[src/rtl/dispatch_unit.sv]
// In-order single-issue dispatch stage: renames operands, steers each
// instruction to the RS or LSB and allocates a ROB entry, one per cycle.
module dispatch_unit #(
   parameter int unsigned XLEN      = 32,
   parameter int unsigned REG_IDX_W = 5,
   parameter int unsigned ROB_IDX_W = 6,
   parameter int unsigned ROB_DEPTH = 64,
   parameter int unsigned OPC_W     = 6
) (
   input  logic                 clk,
   input  logic                 rst,
   input  logic                 rdy,
   input  logic                 flush,
   input  logic                 in_valid,
   output logic                 in_ready,
   input  logic [XLEN-1:0]      in_pc,
   input  logic                 in_jumped,
   input  logic                 in_is_mem,
   input  logic [OPC_W-1:0]     in_opcode,
   input  logic [REG_IDX_W-1:0] in_rs1,
   input  logic [REG_IDX_W-1:0] in_rs2,
   input  logic [REG_IDX_W-1:0] in_rd,
   input  logic [XLEN-1:0]      in_imm,
   input  logic                 rob_full,
   input  logic                 rs_full,
   input  logic                 lsb_full,
   output logic [REG_IDX_W-1:0] rf_check1,
   output logic [REG_IDX_W-1:0] rf_check2,
   input  logic [XLEN-1:0]      rf_val1,
   input  logic [XLEN-1:0]      rf_val2,
   input  logic                 rf_has_dep1,
   input  logic                 rf_has_dep2,
   input  logic [ROB_IDX_W-1:0] rf_dep1,
   input  logic [ROB_IDX_W-1:0] rf_dep2,
   output logic [ROB_IDX_W-1:0] rob_check1,
   output logic [ROB_IDX_W-1:0] rob_check2,
   input  logic                 rob_value_valid1,
   input  logic                 rob_value_valid2,
   input  logic [XLEN-1:0]      rob_value1,
   input  logic [XLEN-1:0]      rob_value2,
   input  logic                 cdb_valid,
   input  logic [ROB_IDX_W-1:0] cdb_rob_index,
   input  logic [XLEN-1:0]      cdb_value,
   output logic                 rob_valid,
   output logic [ROB_IDX_W-1:0] rob_index,
   output logic [REG_IDX_W-1:0] rob_rd,
   output logic [OPC_W-1:0]     rob_opcode,
   output logic [XLEN-1:0]      rob_pc,
   output logic                 rob_jumped,
   output logic                 rs_valid,
   output logic                 lsb_valid,
   output logic [OPC_W-1:0]     op_opcode,
   output logic [XLEN-1:0]      op_val1,
   output logic [XLEN-1:0]      op_val2,
   output logic                 op_has_dep1,
   output logic                 op_has_dep2,
   output logic [ROB_IDX_W-1:0] op_dep1,
   output logic [ROB_IDX_W-1:0] op_dep2,
   output logic [XLEN-1:0]      op_imm,
   output logic [XLEN-1:0]      op_pc,
   output logic [ROB_IDX_W-1:0] op_rob_index,
   output logic                 rf_valid,
   output logic [REG_IDX_W-1:0] rf_regname,
   output logic [ROB_IDX_W-1:0] rf_regrename
);

   typedef struct packed {
      logic [XLEN-1:0]      val;
      logic                 has_dep;
      logic [ROB_IDX_W-1:0] dep;
   } opnd_t;

   typedef struct packed {
      logic [ROB_IDX_W-1:0] next_idx;
      logic                 last_valid;
      logic [REG_IDX_W-1:0] last_rd;
      logic [ROB_IDX_W-1:0] last_tag;
      logic                 rob_valid;
      logic                 rs_valid;
      logic                 lsb_valid;
      logic                 rf_valid;
      logic [ROB_IDX_W-1:0] idx;
      logic [REG_IDX_W-1:0] rd;
      logic [OPC_W-1:0]     opcode;
      logic [XLEN-1:0]      pc;
      logic                 jumped;
      logic [XLEN-1:0]      imm;
      opnd_t                op1;
      opnd_t                op2;
   } state_t;

   state_t state_d, state_q;
   opnd_t  res1, res2;
   logic   issue;

   // Operand lookup: x0, then the instruction issued last cycle (its rename is
   // not yet visible in the RF), then the RF rename table; a tag is resolved
   // through the CDB first and, for RF tags only, through the ROB.
   function automatic opnd_t resolve(
      input logic [REG_IDX_W-1:0] rs,
      input logic                 rf_hd,
      input logic [ROB_IDX_W-1:0] rf_d,
      input logic [XLEN-1:0]      rf_v,
      input logic                 rob_vv,
      input logic [XLEN-1:0]      rob_v
   );
      opnd_t                o;
      logic [ROB_IDX_W-1:0] tag;
      logic                 has_tag;
      logic                 from_rf;
      o       = '0;
      tag     = rf_d;
      has_tag = 1'b0;
      from_rf = 1'b0;
      if (rs != '0) begin
         if (state_q.last_valid && rs == state_q.last_rd) begin
            tag     = state_q.last_tag;
            has_tag = 1'b1;
         end else if (rf_hd) begin
            has_tag = 1'b1;
            from_rf = 1'b1;
         end else begin
            o.val = rf_v;
         end
      end
      if (has_tag) begin
         if (cdb_valid && cdb_rob_index == tag) begin
            o.val = cdb_value;
         end else if (from_rf && rob_vv) begin
            o.val = rob_v;
         end else begin
            o.has_dep = 1'b1;
            o.dep     = tag;
         end
      end
      return o;
   endfunction

   // Handshake and operand resolution.
   always_comb begin
      in_ready = rdy & ~rst & ~flush & ~rob_full & (in_is_mem ? ~lsb_full : ~rs_full);
      issue    = in_valid & in_ready;
      res1     = resolve(in_rs1, rf_has_dep1, rf_dep1, rf_val1, rob_value_valid1, rob_value1);
      res2     = resolve(in_rs2, rf_has_dep2, rf_dep2, rf_val2, rob_value_valid2, rob_value2);
   end

   // Next state: hold when stalled by rdy, clear on flush, capture on issue.
   always_comb begin
      state_d = state_q;
      if (rdy) begin
         if (flush) begin
            state_d = '0;
         end else begin
            state_d.rob_valid  = issue;
            state_d.rs_valid   = issue & ~in_is_mem;
            state_d.lsb_valid  = issue & in_is_mem;
            state_d.rf_valid   = issue & (in_rd != '0);
            state_d.last_valid = issue & (in_rd != '0);
            if (issue) begin
               state_d.next_idx = (state_q.next_idx == ROB_IDX_W'(ROB_DEPTH - 1)) ?
                                  '0 : state_q.next_idx + ROB_IDX_W'(1);
               state_d.last_rd  = in_rd;
               state_d.last_tag = state_q.next_idx;
               state_d.idx      = state_q.next_idx;
               state_d.rd       = in_rd;
               state_d.opcode   = in_opcode;
               state_d.pc       = in_pc;
               state_d.jumped   = in_jumped;
               state_d.imm      = in_imm;
               state_d.op1      = res1;
               state_d.op2      = res2;
            end
         end
      end
   end

   // State register with synchronous reset.
   always_ff @(posedge clk) begin
      if (rst) begin
         state_q <= '0;
      end else begin
         state_q <= state_d;
      end
   end

   assign rf_check1    = in_rs1;
   assign rf_check2    = in_rs2;
   assign rob_check1   = rf_dep1;
   assign rob_check2   = rf_dep2;
   assign rob_valid    = state_q.rob_valid;
   assign rob_index    = state_q.idx;
   assign rob_rd       = state_q.rd;
   assign rob_opcode   = state_q.opcode;
   assign rob_pc       = state_q.pc;
   assign rob_jumped   = state_q.jumped;
   assign rs_valid     = state_q.rs_valid;
   assign lsb_valid    = state_q.lsb_valid;
   assign op_opcode    = state_q.opcode;
   assign op_val1      = state_q.op1.val;
   assign op_val2      = state_q.op2.val;
   assign op_has_dep1  = state_q.op1.has_dep;
   assign op_has_dep2  = state_q.op2.has_dep;
   assign op_dep1      = state_q.op1.dep;
   assign op_dep2      = state_q.op2.dep;
   assign op_imm       = state_q.imm;
   assign op_pc        = state_q.pc;
   assign op_rob_index = state_q.idx;
   assign rf_valid     = state_q.rf_valid;
   assign rf_regname   = state_q.rd;
   assign rf_regrename = state_q.idx;

endmodule

[config.mk]
export PLATFORM = sky130hd
export DESIGN_NAME = dispatch_unit
export DESIGN_NICKNAME = d
export VERILOG_FILES = /design/src/rtl/dispatch_unit.sv
export SDC_FILE = /design/constraint.sdc
export NUM_CORES = 1
export LEC_CHECK = 0
export ABC_AREA = 1
export CAP_MARGIN = 20
export CORE_AREA = 2 2 205 207
export CTS_CLUSTER_DIAMETER = 100
export DETAILED_ROUTE_END_ITERATION = 7
export DIE_AREA = 0 0 207 209
export SYNTH_ARGS = -nofsm -noshare
export SYNTH_HDL_FRONTEND = slang
export SYNTH_SLANG_ARGS = --single-unit
[constraint.sdc]
create_clock -name clk -period 3.2 [get_ports clk]
set_input_delay 0.64 -clock clk [delete_from_list [all_inputs] [get_ports clk]]
set_output_delay 0.64 -clock clk [all_outputs]
set_load 0.03 [all_outputs]
==> results of run 1 <==
[cell usage in the layout, fill, tap and decap left out, drive strengths merged]
cell           Yosys  final
or2                1      1
buf              274     43
ha                 1      1
bufinv             0      3
clkinv             1      2
o41ai              1      1
nor3               3      3
nand3            165    165
nand2            657    657
a211oi             3      3
clkbuf            50     19
inv               83     88
diode              0      1
dfxtp            170    170
a221oi             1      1
nand4             23     23
a31oi              2      2
clkdlybuf4s50      0    518
o21ai              4      4
a21oi            175    175
nand3b             2      2
nor2              18     18
a22oi              1      1
clkinvlp           0      3
[metal layers]
layer	vias to the layer above	GRT usage (%)	wire (um)
li1	5465	-	-
met1	5071	24.5	18400
met2	576	32.3	20300
met3	54	4.76	3490
met4	0	7.39	1140
met5	-	0	0
[final cells by class]
class | count | area, sq um | area share, %
Multi-Input combinational cell | 1057 | 4830 | 31.1
Antenna cell | 1 | 2.50 | 0.0161
Inverter | 84 | 323 | 2.08
Clock inverter | 12 | 164 | 1.05
Clock buffer | 19 | 443 | 2.85
Tap cell | 539 | 674 | 4.34
Sequential cell | 170 | 3400 | 21.9
Timing Repair Buffer | 561 | 5700 | 36.7
[worst max-delay path: stages]
cell                              delay, ps
sky130_fd_sc_hd__clkdlybuf4s50_1        540
sky130_fd_sc_hd__inv_1                   70
sky130_fd_sc_hd__a211oi_1               220
sky130_fd_sc_hd__nand4_1                100
sky130_fd_sc_hd__inv_1                   80
sky130_fd_sc_hd__clkdlybuf4s50_1        680
[power by group]
part / internal, mW / switching [mW]
combinational: 0.477 / 0.483
sequential: 2.13 / 0.00848
clock: 1.26 / 0.988
total: 3.86 / 1.48
[final timing paths]
path / startpoint / to / slack (ps) / cells past startpoint
max reg2reg: state_q[173]$_SDFFE_PP0P_ / op_val1[11]$_SDFFE_PP0P_ / 720 / 16
max: in_is_mem / in_ready / 220 / 6
min reg2reg: op_imm[19]$_SDFFE_PP0P_ / op_imm[19]$_SDFFE_PP0P_ / 460 / 2
min: op_imm[19]$_SDFFE_PP0P_ / op_imm[19]$_SDFFE_PP0P_ / 460 / 2
[state kept, by name, indices dropped and copies added, names as in the netlist]
name	flops
op_imm	32
op_pc	32
op_val1	32
op_val2	32
state_q	18
op_dep1	6
op_dep2	6
op_opcode	6
lsb_valid	1
op_has_dep1	1
op_has_dep2	1
rob_jumped	1
rob_valid	1
rs_valid	1
[kinds of logic (layout without fill, tap and decap cells)]
logic type | after synthesis | in the layout | share of synthesized area, %
flip-flops | 170 | 170 | 31.7
adder cells (fa/ha/maj) | 1 | 1 | 0.117
buffers and inverters | 408 | 676 | 23.2
AO/OA/AOI/OAI | 187 | 187 | 10.2
other | 0 | 1 | 0
AND/OR/NAND/NOR | 869 | 869 | 34.7
[per-stage QoR]
stage | instances | instance area [sq um] | power [mW]
finish | 2443 | 15500 | 5.34
floorplan | 1635 | 10700 | 2.60
detailed placement | 2411 | 14900 | 3.14
global route | 2443 | 15500 | 5.57
CTS | 2442 | 15500 | 5.43
global placement | 2411 | 14900 | 3.15
==> reports/results.ini, run 1 <==
[route]
drt-wirelength-per-cell_um = 17.7
drt_first_pass_iters = 5
route.antenna.remaining_nets = 0
drt_wl_total_mm = 43.3
drt_iter0_markers = 731
viasPerCell = 4.57
via_count = 11166
drt_drc_violations_left = 0

[flow_run]
drv.max_cap_violation_count = 0

[power_and_ir_drop]
total_leakage_power_nw = 6.06
vdd.ir_drop.worst_v = 0.000357
power.density_nw_per_um2 = 344

[floorplan]
floorplan.die.height_um = 209
floorplan.io_pins = 520
die_area_sq_um = 43300
placeableCoreArea_sq_um = 41300
floorplan.rows = 75
initial_cell_density_of_the_core_pct = 26.0
die_width_um = 207

[hold_path]
timing.hold.worst.class = reg2reg

[grt]
antenna_found_initial = 1
largest_net_degree_at_the_start_of_global_routing = 83
first_global_vias = 11048
grtUsageTotal_pct = 19.5
global_route.overflow_total = 0
global_route_wire_length_before_repair_mm = 65.5

[timing]
timing.setup.tns_ps = 0
max-slew-margin-rel_pct = 33.7
timing.clock.skew_ps = 10.9
achievable-frequency_mhz = 336
report.final.slew_viol_count = 0
report.final.hold_viol_count = 0
finalCriticalPeriod_ps = 2980
setup_viol = 0
fin_crit_sh_pct = 93.1
timing_worst_slew_pin_value_ps = 994
grt_setup_unrepaired = false
final_setup_slack_of_the_worst_path_ps = 222
finalHoldWorstSlack_ps = 459

[synthesis]
ys.flop_type = sky130_fd_sc_hd__dfxtp_1
synth_cell_type_count = 32
most_numerous_cell_in_the_yosys_netlist = sky130_fd_sc_hd__nand2_1
synth_largest_type_area_fraction_pct = 31.7
ys.warnings.count = 0
synth_top_cells_by_count = 646 x sky130_fd_sc_hd__nand2_1, 235 x sky130_fd_sc_hd__buf_4, 170 x sky130_fd_sc_hd__dfxtp_1
synth_fp_nets = 1914
async_flop_share_pct = 0
synth_enable_flop_cells = 0
synth_seq_area_share_pct = 31.7
syn_inst = 1635
post_synth_instance_area_sq_um = 10700
syn_area_per_cell_sq_um = 6.56
synth-seq-cells = 170
post-synth-top-area-cell = sky130_fd_sc_hd__dfxtp_1
synth.top_cells.by_area = sky130_fd_sc_hd__dfxtp_1 32%, sky130_fd_sc_hd__nand2_1 23%, sky130_fd_sc_hd__buf_4 16%

[clocking]
cts.repair_timing.setup_buffer_count = 0
insertion_delay_to_the_later_sink_of_the_worst_skew_pair_ps = 450
ctsLongestPathBuffers = 2
cts_buffers = 17
clock_tree_from_tritoncts = built
cts_hold_buf = 0
cts-root-buf = sky130_fd_sc_hd__clkbuf_16
reg_clk_slew_reported_paths_ps = 70
cts_resized = 0
cts-htree-levels = 4
cts.sinks = 170

[critical_path]
arrival_ps = 2340
req_time_crit_path_ps = 2560
crit_path_end_kind = output pin
max_fanout_on_critical_path = 2
criticalPathCategory = in2out
start_kind = input port

[finish]
filler_cell_count = 4387
nets = 2170
area_growth_syn_to_layout_pct = 44.9
final_core_utilization_pct = 37.6
layout-drive-gt1-share_pct = 7.83

[place]
detailedPlace.worstSlack_ps = -43.6
gp_routability_congestion = 0.928
hpwl_mm = 32.3
numPortBuffers = 519

[run_status]
outcome = completed

Note: power is estimated with default switching activity, not from simulation.
==> run 2, diff against run 1 <==
--- a/config.mk
+++ b/config.mk
@@ -11,6 +11,8 @@
 export CTS_CLUSTER_DIAMETER = 100
 export DETAILED_ROUTE_END_ITERATION = 7
 export DIE_AREA = 0 0 207 209
+export SETUP_SLACK_MARGIN = 0.1
+export SLEW_MARGIN = 20
 export SYNTH_ARGS = -nofsm -noshare
 export SYNTH_HDL_FRONTEND = slang
 export SYNTH_SLANG_ARGS = --single-unit
==> results of run 2 <==
Same layout as run 1: the final DEF is identical, and so are final timing and power.
